<file path="config.mk">
export PLATFORM = sky130hd
export DESIGN_NAME = id_ex_stage
export DESIGN_NICKNAME = d
export VERILOG_FILES = /design/src/rtl/id_ex_stage.sv
export SDC_FILE = /design/constraint.sdc
export NUM_CORES = 1
export LEC_CHECK = 0
export ABC_AREA = 1
export BUFFER_PORTS_ARGS = -buffer_cell sky130_fd_sc_hd__buf_2
export CELL_PAD_IN_SITES_DETAIL_PLACEMENT = 0
export CELL_PAD_IN_SITES_GLOBAL_PLACEMENT = 2
export CORE_AREA = 4 4 167 169
export DETAILED_ROUTE_END_ITERATION = 6
export DIE_AREA = 0 0 171 173
export HOLD_SLACK_MARGIN = 0.06
export PLACE_DENSITY = 0.84
export SLEW_MARGIN = 20
export SYNTH_ARGS = -nofsm -noshare
export SYNTH_HDL_FRONTEND = slang
export SYNTH_SLANG_ARGS = --single-unit
</file>
<file path="constraint.sdc">
create_clock -name clk -period 2.5 [get_ports clk]
set_input_delay 0.375 -clock clk [delete_from_list [all_inputs] [get_ports clk]]
set_output_delay 0.375 -clock clk [all_outputs]
set_load 0.05 [all_outputs]
</file>
<file path="src/rtl/id_ex_stage.sv">
// ID/EX pipeline register for the 5-stage MIPS core: holds decoded operands/control,
// forwards from EX/MEM and MEM/WB into the ALU, and raises a one-cycle load-use stall.
module id_ex_stage #(
    parameter int DATA_W = 32,
    parameter int REG_AW = 5
) (
    input  logic              clk,
    input  logic              reset,
    input  logic              id_valid,
    input  logic [DATA_W-1:0] id_rs_data,
    input  logic [DATA_W-1:0] id_rt_data,
    input  logic [REG_AW-1:0] id_rs_addr,
    input  logic [REG_AW-1:0] id_rt_addr,
    input  logic [REG_AW-1:0] id_dest_addr,
    input  logic [DATA_W-1:0] id_imm,
    input  logic [4:0]        id_shamt,
    input  logic [3:0]        id_alu_op,
    input  logic              id_alu_src,
    input  logic              id_reg_write,
    input  logic              id_mem_read,
    input  logic              id_mem_write,
    input  logic              id_mem_to_reg,
    input  logic              exmem_reg_write,
    input  logic [REG_AW-1:0] exmem_dest,
    input  logic [DATA_W-1:0] exmem_result,
    input  logic              memwb_reg_write,
    input  logic [REG_AW-1:0] memwb_dest,
    input  logic [DATA_W-1:0] memwb_result,
    input  logic              flush,
    output logic              stall,
    output logic [3:0]        alu_op,
    output logic [DATA_W-1:0] alu_a,
    output logic [DATA_W-1:0] alu_b,
    output logic [4:0]        alu_shamt,
    output logic [DATA_W-1:0] ex_store_data,
    output logic [REG_AW-1:0] ex_dest,
    output logic              ex_valid,
    output logic              ex_reg_write,
    output logic              ex_mem_read,
    output logic              ex_mem_write,
    output logic              ex_mem_to_reg
);

    logic              valid_q;
    logic [DATA_W-1:0] rs_data_q;
    logic [DATA_W-1:0] rt_data_q;
    logic [REG_AW-1:0] rs_addr_q;
    logic [REG_AW-1:0] rt_addr_q;
    logic [REG_AW-1:0] dest_q;
    logic [DATA_W-1:0] imm_q;
    logic [4:0]        shamt_q;
    logic [3:0]        alu_op_q;
    logic              alu_src_q;
    logic              reg_write_q;
    logic              mem_read_q;
    logic              mem_write_q;
    logic              mem_to_reg_q;

    logic [DATA_W-1:0] fwd_rs;
    logic [DATA_W-1:0] fwd_rt;

    // A load in this stage cannot supply its data to the instruction now in decode.
    always_comb begin
        stall = valid_q & mem_read_q & (dest_q != '0) & id_valid &
                ((dest_q == id_rs_addr) | (dest_q == id_rt_addr));
    end

    always_ff @(posedge clk) begin
        if (reset || flush || stall) begin
            valid_q      <= 1'b0;
            rs_data_q    <= '0;
            rt_data_q    <= '0;
            rs_addr_q    <= '0;
            rt_addr_q    <= '0;
            dest_q       <= '0;
            imm_q        <= '0;
            shamt_q      <= '0;
            alu_op_q     <= '0;
            alu_src_q    <= 1'b0;
            reg_write_q  <= 1'b0;
            mem_read_q   <= 1'b0;
            mem_write_q  <= 1'b0;
            mem_to_reg_q <= 1'b0;
        end else begin
            valid_q      <= id_valid;
            rs_data_q    <= id_rs_data;
            rt_data_q    <= id_rt_data;
            rs_addr_q    <= id_rs_addr;
            rt_addr_q    <= id_rt_addr;
            dest_q       <= id_dest_addr;
            imm_q        <= id_imm;
            shamt_q      <= id_shamt;
            alu_op_q     <= id_alu_op;
            alu_src_q    <= id_alu_src;
            reg_write_q  <= id_reg_write;
            mem_read_q   <= id_mem_read;
            mem_write_q  <= id_mem_write;
            mem_to_reg_q <= id_mem_to_reg;
        end
    end

    // The younger producer (EX/MEM) wins; $0 always keeps its registered value.
    always_comb begin
        fwd_rs = rs_data_q;
        if (exmem_reg_write && (exmem_dest != '0) && (exmem_dest == rs_addr_q)) begin
            fwd_rs = exmem_result;
        end else if (memwb_reg_write && (memwb_dest != '0) && (memwb_dest == rs_addr_q)) begin
            fwd_rs = memwb_result;
        end

        fwd_rt = rt_data_q;
        if (exmem_reg_write && (exmem_dest != '0) && (exmem_dest == rt_addr_q)) begin
            fwd_rt = exmem_result;
        end else if (memwb_reg_write && (memwb_dest != '0) && (memwb_dest == rt_addr_q)) begin
            fwd_rt = memwb_result;
        end
    end

    assign alu_op        = alu_op_q;
    assign alu_a         = fwd_rs;
    assign alu_b         = alu_src_q ? imm_q : fwd_rt;
    assign alu_shamt     = shamt_q;
    assign ex_store_data = fwd_rt;
    assign ex_dest       = dest_q;
    assign ex_valid      = valid_q;
    assign ex_reg_write  = reg_write_q  & valid_q;
    assign ex_mem_read   = mem_read_q   & valid_q;
    assign ex_mem_write  = mem_write_q  & valid_q;
    assign ex_mem_to_reg = mem_to_reg_q & valid_q;

endmodule

</file>
# Word level (Yosys, flattened, before mapping)
# Index checks and enable logic that the tools add are counted.
# word_totals
elab_cells	44
out_inout_bits	116
ff_bits	126
# op_classes
eq_ne	6
mux	5
reduce_logical	11
n_bitwise	8
# ops
operator	count
two-way mux 32 bit	5
equality test 5 bit	6
nonzero test 5 bit	3
AND 1 bit	7
logical AND 1 bit	6
logical OR 1 bit	2
bitwise OR 1 bit	1

# Depth between registers and ports, before layout
# depth
ltp_word	6
depth_mapped	11
mapped_depth_nobuf	10

# Worst setup path before layout
# Ideal clock, no wire load.
# synth_path
path_kind	input to output
from	input port exmem_dest[3]
to	output port alu_a[11]
cell_stages	5
arrival_time_ns	2.208
required_ns	2.125
slack_ns	-0.083
cell_sequence	xor2_1 nor3_1 nand3_2 clkbuf_1 o21ai_0
# synth_between
elab_chain_cells	4
elab_cells_between_ends	5
classes_between	eq/ne (1); mux (1); reduce/logical (3)
# synth_lines
item	line	rtl
start, declared	24	input logic [REG_AW-1:0] exmem_dest,
nonzero test 5 bit	105	if (exmem_reg_write && (exmem_dest != '0) && (exmem_dest == rs_addr_q)) begin
logical AND 1 bit	105	
logical AND 1 bit *	105	
two-way mux 32 bit *	105	
end, declared	32	output logic [DATA_W-1:0] alu_a,
# Every way passes the cells marked *; elsewhere a longest branch is shown, timed or not.

# Worst setup path after layout
# layout_path
from	register rt_addr_q[0]
to	output port alu_b[31]
# layout_between
elab_chain_cells	5
elab_cells_between_ends	7
classes_between	eq/ne (2); mux (3); reduce/logical (2)
# layout_lines
item	line	rtl
start, declared	48	logic [REG_AW-1:0] rt_addr_q;
start signal, assigned	89	rt_addr_q <= id_rt_addr;
equality test 5 bit	114	end else if (memwb_reg_write && (memwb_dest != '0) && (memwb_dest == rt_addr_q)) begin
logical AND 1 bit	114	
two-way mux 32 bit	114	
two-way mux 32 bit *	112	if (exmem_reg_write && (exmem_dest != '0) && (exmem_dest == rt_addr_q)) begin
two-way mux 32 bit *	121	assign alu_b = alu_src_q ? imm_q : fwd_rt;
end, declared	33	output logic [DATA_W-1:0] alu_b,
# Marked as above.

==> results.md <==
- Area leader, netlist: dfxtp_1
- Most frequent cells in the layout: 234 x inv_1, 224 x buf_2, 151 x nand3_1
- WL/cell: 15.5 um
- RSZ-0062 raised after global routing: true
- Place WS: 0.0690 ns
- Wl on met1: 11.2 mm
- Placement Cell Area: 8680 um2
- Final Skew: 0.00928 ns
- Post-Syn Area: 6550 um2
- Post-Layout Cell Count: 1669
- MaxCap Viol Count: 0
- IO Count: 321
- Nets: 1519
- Die area: 29600 um2
- Element type at the critical path start: flip-flop
- Seq/Total Area, Yosys: 38.5%
- Core ar.: 26600 um2
- CTS tree: built
- FF+latch count, synth: 126
- Highest Clock Rate: 415 MHz
- GRT Util Overall: 17.1%
- Vias in the first global route: 7295
- Gpl congestion: 0.808
- Global-route wire length before repair: 39.5 mm
- Final setup viols: 0
- Initial antenna violation count: 4
- Total gr overflow: 0
- Worst-Skew Late Latency: 0.41 ns
- Worst Slack Setup Final: 0.0921 ns
- DR WL met2: 12.4 mm
- CTS Sinks: 126
- Highest metal used: met5
- CTS Buf Count: 17
- Lkg Pwr: 5.60 nW
- VDD IR max: 0.299 mV
- Share of cells above drive strength 1: 32.7%
- Post-Syn Nets: 1210
- Design Area, Final: 9940 um2
- Post-route ant nets: 0
- # DRC: 0
- Hold Slack: 0.164 ns
- Synth top area share: 38.5%
- Clk buf depth: 2
- WL met3: 2.02 mm
- Drt first-iter violations: 301
- Site Rows: 60
- Worst Setup End Kind: output pin
- I/O Buffers: 320
- Post-route minimum period: 2.41 ns
- Worst-path maximum fanout: 14
- Routed WL: 25.9 mm
- Mapped Cells: 1005
- Critical path type: flip-flop to output pin
- WHS Path Cells: 3
- Status: finished clean
- Initial Utilization: 24.7%
- Vias/cell: 4.26
- Placed insts: 1635
- Arrival @ worst endpoint: 2.03 ns
- Drt pass-1 iters: 5
- Root buffer cell: clkbuf_16
- YS warnings: 0
- Synth-to-Final Area Change: 51.7%
- Largest net degree at the start of global routing: 65
- WP data required: 2.12 ns
- Dpl hpwl: 20.1 mm
- Slew headroom: 61.8%
- Min-Delay Path Class: input pin to flip-flop
- H-tree depth: 4
- Synth unique cells: 24
- Worst-Margin Slew: 0.569 ns
- DIE HEIGHT: 173 um
- P per Cell Area: 604 nW/um2
- Cts hold-fix bufs: 0
- Slew Limit Fails: 0
- Top post-synthesis cells by area: dfxtp_1 38%, inv_1 14%, nand3_1 13%
- Worst reg2reg path depth: 8
- Most common cell after layout, fill and taps aside: inv_1
- Final critical-path share of the clock period: 96.3%
- Via count: 7118
- Final hold vios: 0
- Die Width: 171 um
- Synthesized area per cell: 6.52 um2
- Clock slew at reported path FFs: 0.06 ns
[routing by layer]
layer / GRT usage (%) / up-vias
met5: 0 / -
met4: 3.66 / 4
met2: 29.2 / 246
met1: 21.2 / 3208
met3: 5.05 / 21
li1: - / 3639
[cell type report]
class / count / area, um2
diodes: 2 / 5.00
clock buffers: 19 / 443
clock inverters: 12 / 140
fillers: 2987 / 16600
inverters: 236 / 886
multi-input cells: 587 / 3000
flip-flops and latches: 126 / 2530
well taps: 341 / 427
repair buffers: 346 / 2510
[cell usage after synthesis]
cell / n
nand3_2: 2
nor4_1: 1
buf_6: 11
o21ai_0: 16
nor3_1: 3
o21ai_1: 16
buf_1: 3
xor2_1: 15
clkbuf_1: 11
nor2_1: 125
nand3_1: 165
dfxtp_1: 126
nor3_2: 1
nor2_2: 12
nor3_4: 1
buf_2: 30
xnor2_1: 10
nand2_2: 2
and2_1: 32
a21oi_1: 3
buf_4: 1
nand2_1: 151
nand4_1: 32
inv_1: 236
[per-stage QoR]
stage | setup TNS, ns | power (W) | util, %
final | 0 | 0.00600 | 37.4
after global routing | -0.702 | 0.00630 | 37.4
after CTS | 0 | 0.00596 | 35.0
after detailed placement | 0 | 0.00341 | 32.6
after global placement | 0 | 0.00341 | 32.6
after floorplan | -0.665 | 0.00294 | -
[what timing repair did]
item	4_1_cts	5_1_grt
cloned	0	0
pin swaps	0	7
setup endpoints to repair	20	96
gates resized for setup	14	270
buffers inserted	0	1
[where the power goes]
part,internal [W],switching [W]
Combinational,0.000486,0.000890
Clock,0.00150,0.00101
Sequential,0.00209,0.0000293
[worst paths after layout]
| check | startpoint | to | slack (ns) |
|---|---|---|---|
| setup reg to reg | ex_dest[0]$_SDFF_PP0_ | imm_q[15]$_SDFF_PP0_ | 0.86 |
| hold reg to reg | mem_read_q$_SDFF_PP0_ | rs_addr_q[3]$_SDFF_PP0_ | 1.02 |
| hold / removal | id_alu_src | alu_src_q$_SDFF_PP0_ | 0.16 |
| setup / recovery | rt_addr_q[0]$_SDFF_PP0_ | alu_b[31] | 0.09 |
[state kept, by name, indices dropped and copies added, names as in the netlist, 4 cells and up]
name	count
imm_q	32
rs_addr_q	5
rs_data_q	32
rt_addr_q	5
alu_shamt	5
ex_dest	5
alu_op	4
rt_data_q	32
[worst max-delay path: stages, from the launching register on]
cell,delay (ns)
dfxtp_2,0.34
xnor2_1,0.17
nand2_2,0.11
nor3_4,0.26
buf_6,0.22
nand3_1,0.11
nand3_1,0.13
nand2_1,0.08
buf_4,0.19
[kinds of logic (layout without fill, tap and decap cells)]
kind of cell,Yosys count,in the layout,share of synthesized area (%)
buffers and inverters,292,613,18.6
XOR/XNOR,25,25,3.34
AO/OA/AOI/OAI,35,35,2.67
AND/OR/NAND/NOR,527,527,36.9
other,0,2,0
flip-flops,126,126,38.5
Note: power is estimated with default switching activity, not from simulation.
